File: src/rtl/bht_resolve.sv
// Branch resolution and BHT allocation: carries IF predictions through ID/EX,
// resolves them against the real outcome, and picks the row to (re)write.

module bht_resolve_row (
  input  logic [15:0] count,
  output logic        invalid,
  output logic [14:0] age
);
  assign invalid = count[15];
  assign age     = count[14:0];
endmodule

module bht_resolve #(
  parameter int ROWS = 8
) (
  input  logic                 clk,
  input  logic                 rst,
  input  logic                 stall,
  input  logic                 IF_pred_jump,
  input  logic [31:0]          IF_pred_target,
  input  logic [31:0]          EX_PC,
  input  logic                 EX_Branch,
  input  logic                 Branch_Success,
  input  logic [31:0]          EX_target,
  input  logic [ROWS-1:0]      row_ex_hit,
  input  logic [16*ROWS-1:0]   row_count,
  output logic [ROWS-1:0]      WriteRow,
  output logic [31:0]          write_data,
  output logic                 flush,
  output logic [31:0]          redirect_pc,
  output logic [15:0]          branch_cnt,
  output logic [15:0]          mispred_cnt
);
  localparam int IW = (ROWS > 1) ? $clog2(ROWS) : 1;

  typedef struct packed {
    logic        valid;
    logic        taken;
    logic [31:0] target;
  } meta_t;

  meta_t id_meta, ex_meta;

  logic [ROWS-1:0]       row_inv;
  logic [ROWS-1:0][14:0] row_age;

  for (genvar i = 0; i < ROWS; i++) begin : g_row
    bht_resolve_row u_row (
      .count   (row_count[16*i +: 16]),
      .invalid (row_inv[i]),
      .age     (row_age[i])
    );
  end

  // Lowest-index priority picks for hit and invalid rows.
  logic [ROWS-1:0] hit_oh, inv_oh;
  logic            hit_found, inv_found;
  always_comb begin
    hit_oh    = '0;
    inv_oh    = '0;
    hit_found = 1'b0;
    inv_found = 1'b0;
    for (int i = 0; i < ROWS; i++) begin
      if (row_ex_hit[i] && !hit_found) begin
        hit_oh[i] = 1'b1;
        hit_found = 1'b1;
      end
      if (row_inv[i] && !inv_found) begin
        inv_oh[i] = 1'b1;
        inv_found = 1'b1;
      end
    end
  end

  // Oldest row; strict compare keeps the lowest index on a tie.
  logic [14:0]     best_age;
  logic [IW-1:0]   best_idx;
  logic [ROWS-1:0] lru_oh, victim_oh;
  always_comb begin
    best_age = row_age[0];
    best_idx = '0;
    for (int i = 1; i < ROWS; i++) begin
      if (row_age[i] > best_age) begin
        best_age = row_age[i];
        best_idx = IW'(i);
      end
    end
    lru_oh    = ROWS'(1) << best_idx;
    victim_oh = inv_found ? inv_oh : lru_oh;
  end

  logic        pred_taken, tgt_match, mis;
  logic [31:0] pc_plus4, rd;
  assign pred_taken = ex_meta.valid & ex_meta.taken;
  assign tgt_match  = ex_meta.target == EX_target;
  assign pc_plus4   = EX_PC + 32'd4;

  always_comb begin
    mis = 1'b0;
    rd  = '0;
    if (EX_Branch) begin
      if (pred_taken && Branch_Success && !tgt_match) begin
        mis = 1'b1;
        rd  = EX_target;
      end else if (pred_taken && !Branch_Success) begin
        mis = 1'b1;
        rd  = pc_plus4;
      end else if (!pred_taken && Branch_Success) begin
        mis = 1'b1;
        rd  = EX_target;
      end
    end else if (pred_taken) begin
      mis = 1'b1;
      rd  = pc_plus4;
    end
  end

  // A hitting row is rewritten unless it just delivered the right target.
  logic [ROWS-1:0] alloc_wr;
  always_comb begin
    alloc_wr = '0;
    if (EX_Branch && Branch_Success) begin
      if (|row_ex_hit) begin
        if (!(pred_taken && tgt_match))
          alloc_wr = hit_oh;
      end else begin
        alloc_wr = victim_oh;
      end
    end
  end

  assign flush       = !rst && mis;
  assign redirect_pc = rst ? '0 : rd;
  assign WriteRow    = rst ? '0 : alloc_wr;
  assign write_data  = EX_target;

  always_ff @(posedge clk) begin
    if (rst) begin
      id_meta     <= '0;
      ex_meta     <= '0;
      branch_cnt  <= '0;
      mispred_cnt <= '0;
    end else begin
      if (flush) begin
        id_meta <= '0;
        ex_meta <= '0;
      end else if (stall) begin
        ex_meta <= '0;
      end else begin
        ex_meta <= id_meta;
        id_meta <= {1'b1, IF_pred_jump, IF_pred_target};
      end
      if (EX_Branch && branch_cnt != 16'hFFFF)
        branch_cnt <= branch_cnt + 16'd1;
      if (flush && mispred_cnt != 16'hFFFF)
        mispred_cnt <= mispred_cnt + 16'd1;
    end
  end
endmodule

File: config.mk
export PLATFORM = sky130hd
export DESIGN_NAME = bht_resolve
export DESIGN_NICKNAME = d
export VERILOG_FILES = /design/src/rtl/bht_resolve.sv
export SDC_FILE = /design/constraint.sdc
export NUM_CORES = 1
export LEC_CHECK = 0
export ABC_AREA = 0
export CORE_ASPECT_RATIO = 1.5
export CORE_MARGIN = 2
export CORE_UTILIZATION = 45
export DETAILED_ROUTE_END_ITERATION = 8
export DONT_BUFFER_PORTS = 1
export RECOVER_POWER = 25
export SYNTH_ARGS = -nofsm -noshare
export SYNTH_HDL_FRONTEND = slang
export SYNTH_SLANG_ARGS = --single-unit
File: constraint.sdc
create_clock -name clk -period 33 [get_ports clk]
set_input_delay 6.6 -clock clk [delete_from_list [all_inputs] [get_ports clk]]
set_output_delay 6.6 -clock clk [all_outputs]
set_load 0.05 [all_outputs]
After elaboration in Yosys (flattened, before gate mapping)

Cells that the tools add are included.

Input port bits: 238
Flip-flop bits (word level): 100

Equality and inequality tests: 3
Order comparisons: 7
Shifts and indexed selects: 1
Muxes and demuxes: 58
Bitwise operators: 1
$add $sub $neg: 3
Reduce and logical (&&, ||, !) cells: 44

Operators with widths:

| operator                                         | number |
|---|---|
| two-way mux 32 bit                               | 6 |
| > comparator 15 bit                              | 7 |
| two-way mux 15 bit                               | 6 |
| two-way mux 8 bit                                | 5 |
| two-way mux 1 bit                                | 35 |
| adder 16 x 1 -> 16 bit (second input constant)   | 2 |
| adder 32 x 3 -> 32 bit (second input constant)   | 1 |
| == test 32 bit                                   | 1 |
| != test 16 bit (second input constant)           | 2 |
| logical AND 1 bit                                | 23 |
| zero test 1 bit                                  | 18 |
| two-way mux 3 bit                                | 6 |
| OR reduction 8 bit                               | 1 |
| << shifter 1 x 3 -> 8 bit (first input constant) | 1 |
| OR reduction 3 bit                               | 1 |
| OR reduction 2 bit                               | 1 |
| AND 1 bit                                        | 1 |

Depth between registers and ports, before layout

Word-level depth: 26
Gate-level depth with buffers: 95

Cells and area by module

From an unflattened synthesis, not the netlist that was laid out.

Cell total of the unflattened synthesis: 1,463
Area total of the unflattened synthesis: 11,075.6 um^2

Modules (own cells, without submodules):

| module          | area each (um^2) | sequential area each (um^2) | cells an instance | instances |
|---|---|---|---|---|
| bht_resolve     | 10,114.7         | 2,001.9                     | 1,335             | 1 |
| bht_resolve_row | 120.1            | 0.0                         | 16                | 8 |

Worst setup path before layout

OpenSTA, ideal clock, no wires.

Kind: input to output
From: in row_count[10]
To: out WriteRow[0]
Stages: 86
Arrival: 22.975 ns
Path buffers: 8
Setup slack: 3.425 ns
Cell sequence: inv_1 -> ha_1 -> nand2_1 -> o21a_1 -> o221a_4 -> o21ai_2 -> buf_6 -> clkbuf_1 -> mux2i_1 -> ha_1 -> and4_1 -> o21ai_0 -> a211oi_1 -> o211ai_1 -> o211ai_2 -> a31oi_2 -> a21boi_2 -> or2_2 -> [... 50 more ...] -> a21oi_1 -> or3_1 -> a21oi_1 -> clkbuf_1 -> mux2_2 -> ha_1 -> a21o_1 -> a21o_1 -> a21oi_1 -> o21ai_0 -> a21oi_1 -> o21ai_0 -> a21oi_1 -> nor4b_1 -> nand3b_1 -> nor3_1 -> a221oi_1 -> a211oi_1

Longest elaborated chain between the ends: 19

RTL lines:

| element                     | line | text |
|---|---|---|
| from (decl)                 | 26   | `input logic [16*ROWS-1:0] row_count,` |
| > comparator 15 bit         | 83   | `if (row_age[i] > best_age) begin` |
| two-way mux 15 bit          | 83   |  |
| > comparator 15 bit         | 83   |  |
| two-way mux 15 bit          | 83   |  |
| > comparator 15 bit         | 83   |  |
| two-way mux 15 bit          | 83   |  |
| > comparator 15 bit         | 83   |  |
| two-way mux 15 bit          | 83   |  |
| [... 3 more ...]            | n/a  |  |
| two-way mux 15 bit          | 83   |  |
| > comparator 15 bit         | 83   |  |
| two-way mux 3 bit *         | 83   |  |
| << shifter 1 x 3 -> 8 bit * | 88   | `lru_oh = ROWS'(1) << best_idx;` |
| two-way mux 8 bit *         | 89   | `victim_oh = inv_found ? inv_oh : lru_oh;` |
| two-way mux 8 bit *         | 123  | `if (\|row_ex_hit) begin` |
| two-way mux 8 bit *         | 122  | `if (EX_Branch && Branch_Success) begin` |
| two-way mux 8 bit *         | 134  | `assign WriteRow = rst ? '0 : alloc_wr;` |
| to (decl)                   | 27   | `output logic [ROWS-1:0] WriteRow,` |

Mark *: on every way between the ends. The rest lies on a longest branch, timed or not.

Worst setup path after layout

Ends and elaborated chain as after synthesis.

==> results.md <==
- Status: finished, violations left
- Failing checks: max-capacitance violations, max-slew violations
- Chip width: 124 microns
- #FFs+latches synth: 100
- N_diodes: 0
- Row count: 65
- Top delay family on crit path: compound AO/OA/AOI/OAI gates
- RD Place Congestion: 0.913
- Slowest stage delay, CP: ~860 ps
- RSZ-0062 raised after global routing: no
- Fraction of registers with async set/reset: 0
- H-Tree Depth: 3
- Core Area: ~0.021 sq mm
- Reg2Reg Depth: 10
- Reg-to-reg endpoint: branch_cnt[15]
- CTS root buffer: clkbuf_16
- Via count: 8451
- Worst-Margin Slew: 1650 ps
- Area of the die: between 0.02 and 0.025 sq mm
- Fin. max-slew vios: 37
- CP most frequent cell: a21oi_1
- Ratio of cells with drive above 1 in the final layout: 0.0879
- Largest net degree at the start of global routing: 65
- Crit path from: row_count[10]
- Leak: approximately 4.2 nW
- DRC violations left: 0
- P per Cell Area: 60.2 mW/mm^2
- Routed Wire Length: roughly 28 mm
- CTS tree: yes
- Hold Buf Count CTS: 0
- Cell count along the critical path: 82
- Area of the multi-input gates: approximately 0.007 sq mm
- Sequential Area: 0.00200 sq mm
- Maximum root-to-sink buffer count: 2
- Part of the cycle the worst path needs: 0.915
- Kind of critical path: input port to primary output
- Total CTS buffers: 9
- Critical path endpoint category: primary output
- Final HPWL DP: 23.6 mm
- Most common flop cell mapped by yosys: dfxtp_1
- Crit Path Max Fanout: 26
- First-pass DRT Iterations: 4
- Synthesized area per cell: 7.83 sq um
- I/O Pins: 343
- Syn Nets: around 1600
- Peak VDD IR: 0.0304 mV
- Initial antenna violation count: 0
- Hold depth: 2
- DRT antenna net count: 0
- Highest clock rate: about 33 MHz
- DR WL/cell: 19.2 microns
- Slowest-stage cell, CP: nor4b_1
- Final Skew: around 10 ps
- Chip height: ~180 microns
- CTS sink cnt: 100
- Max-slew headroom: -0.0995
- Resized Gates After CTS: 0
- Setup violators final: 0
- Skew-Pair Late Insertion Delay: approximately 340 ps
- Startpoint types: input port
- Vias in the first global route: 8532
- Post-CTS Setup Inserts: 0
- Arrival @ worst endpoint: 23610 ps
- Clock transition at path regs: 70 ps
- Global route overflow: 0
- Max-cap check violation count: 1
- Mapped Cells: 1237
- Critical Path End: WriteRow[0]
- Non-filler cells, final: roughly 1500
- Setup Slack @ Placement: 2790 ps
- Post-synth EDFFs: 0
- # fillers: 2147
- IO Port Bufs: 0
- Post-synthesis sequential area ratio: 0.207
- Placed cells: 1447
- 1st-iter DRT viols: 294
- Starting density of the core: 0.460
- Fin Setup TNS: 0 ps
- Buf+Inv Stages, Crit Path: 11
- Area Overhead vs Synth: 3.76%
- Final WS setup: 2790 ps
- Global-route wire length before repair: 42.7 mm
- Worst R2R Start: branch_cnt[0]
- Final Hold Viols: 0
- Global Route Usage Sum: 0.240
- Reg-to-reg slack, setup: 29520 ps
- Final nets: 1527
- Vias/cell: 5.78
- Critical Path RT: 26400 ps
- Cell variety after synth: 86
- Netlist Area Pre-Place: 0.00969 sq mm
- Hold Crit Class: register to register
- Yosys Warn Count: 0
- Final min period: 30210 ps
-- how the worst min path moves through the flow --
stage                            from  slack [ps]           to
after floorplan           id_meta[33]         420  ex_meta[33]
after global placement    id_meta[24]         440  ex_meta[24]
after detailed placement   id_meta[5]         440   ex_meta[5]
after CTS                  id_meta[4]         450   ex_meta[4]
after global routing       id_meta[8]         470   ex_meta[8]
final                     id_meta[33]         450  ex_meta[33]
-- power by group --
| group | switching (mW) | internal (mW) | total (mW) | leakage [nW] |
|---|---|---|---|---|
| Sequential | 0.00347 | 0.123 | 0.127 | 0.811 |
| Clock | 0.0450 | 0.0607 | 0.106 | 0.145 |
| Combinational | 0.199 | 0.173 | 0.372 | 3.29 |
-- Yosys cell counts (5+ instances only) --
cell / instances / share of area
nand3_1: 37 / 0.019
nor2b_1: 13 / 0.0084
and3_1: 16 / 0.010
o21a_1: 11 / 0.0085
nor2_1: 165 / 0.064
o21ai_0: 44 / 0.023
a211oi_1: 7 / 0.0054
o211ai_1: 5 / 0.0039
dfxtp_1: 100 / 0.21
nand2b_1: 17 / 0.011
and2_1: 39 / 0.025
clkbuf_1: 37 / 0.014
mux2i_1: 54 / 0.056
a21o_1: 12 / 0.0093
nand4_1: 30 / 0.019
buf_4: 32 / 0.025
a21oi_1: 66 / 0.034
xnor2_1: 49 / 0.044
mux2_2: 32 / 0.037
nand2_1: 78 / 0.030
nor3_1: 11 / 0.0057
xor2_1: 39 / 0.035
inv_1: 85 / 0.033
or3_1: 18 / 0.012
mux2i_2: 6 / 0.0085
ha_1: 99 / 0.13
a31oi_1: 35 / 0.023
nor4_1: 9 / 0.0058
nand3b_1: 5 / 0.0039
-- layer usage --
| layer | part of all wire | wire [microns] | vias to the layer above | global-route usage |
|---|---|---|---|---|
| met5 | 0 | 0 | - | 0 |
| met2 | 0.54 | 15000 | 286 | 0.464 |
| li1 | - | - | 4218 | - |
| met3 | 0.083 | 2320 | 66 | 0.0667 |
| met1 | 0.34 | 9580 | 3881 | 0.228 |
| met4 | 0.041 | 1140 | 0 | 0.106 |
-- per-stage QoR --
| step | utilization | power [mW] | hold WS (ps) | instance area, sq um |
|---|---|---|---|---|
| after floorplan | - | 0.444 | 421 | 9690 |
| after global placement | 0.463 | 0.497 | 437 | 9750 |
| after detailed placement | 0.463 | 0.503 | 439 | 9750 |
| after CTS | 0.477 | 0.609 | 453 | 10100 |
| after global routing | 0.477 | 0.660 | 466 | 10000 |
| final | 0.477 | 0.605 | 450 | 10000 |
-- kinds of logic after synthesis --
logic type	count (synthesis)	synth area share
mux	97	0.109
flops	100	0.207
compound gates	230	0.160
xor+xnor	88	0.0796
simple gates	464	0.240
buf+inv	159	0.0773
fa+ha+maj	99	0.128
-- state kept, by name (all words and copies together), names as in the netlist --
| name | count |
|---|---|
| id_meta | 34 |
| ex_meta | 34 |
| branch_cnt | 16 |
| mispred_cnt | 16 |
-- area by class of cell --
| class | instances | share of cell area |
|---|---|---|
| timing repair buffer | 16 | 0.0116 |
| clock buffer | 10 | 0.0238 |
| multi-input combinational | 978 | 0.694 |
| clock inverter | 5 | 0.00598 |
| sequential | 100 | 0.199 |
| inverter | 85 | 0.0317 |
| tap | 268 | 0.0334 |
-- cell usage in the layout (no fill, tap or decap), types with 10 or more instances in the layout --
cell,instances
o21ai_0,42
nand2b_1,17
or3_1,18
buf_4,15
and2_1,39
nand2_1,78
inv_1,85
dfxtp_1,100
xor2_1,39
xnor2_1,49
nand3_1,37
nor2_1,165
mux2i_1,54
a31oi_1,35
mux2_2,32
and3_1,16
o21a_1,11
nand4_1,30
nor3_1,10
nor2b_1,13
a21o_1,12
ha_1,99
a21oi_1,66
-- worst min-delay path, cell delays in order, from the launching register on --
cell and delay, ps:
dfxtp_1 300, inv_1 60, nor3_1 50
Note: power is estimated with default switching activity, not from simulation.
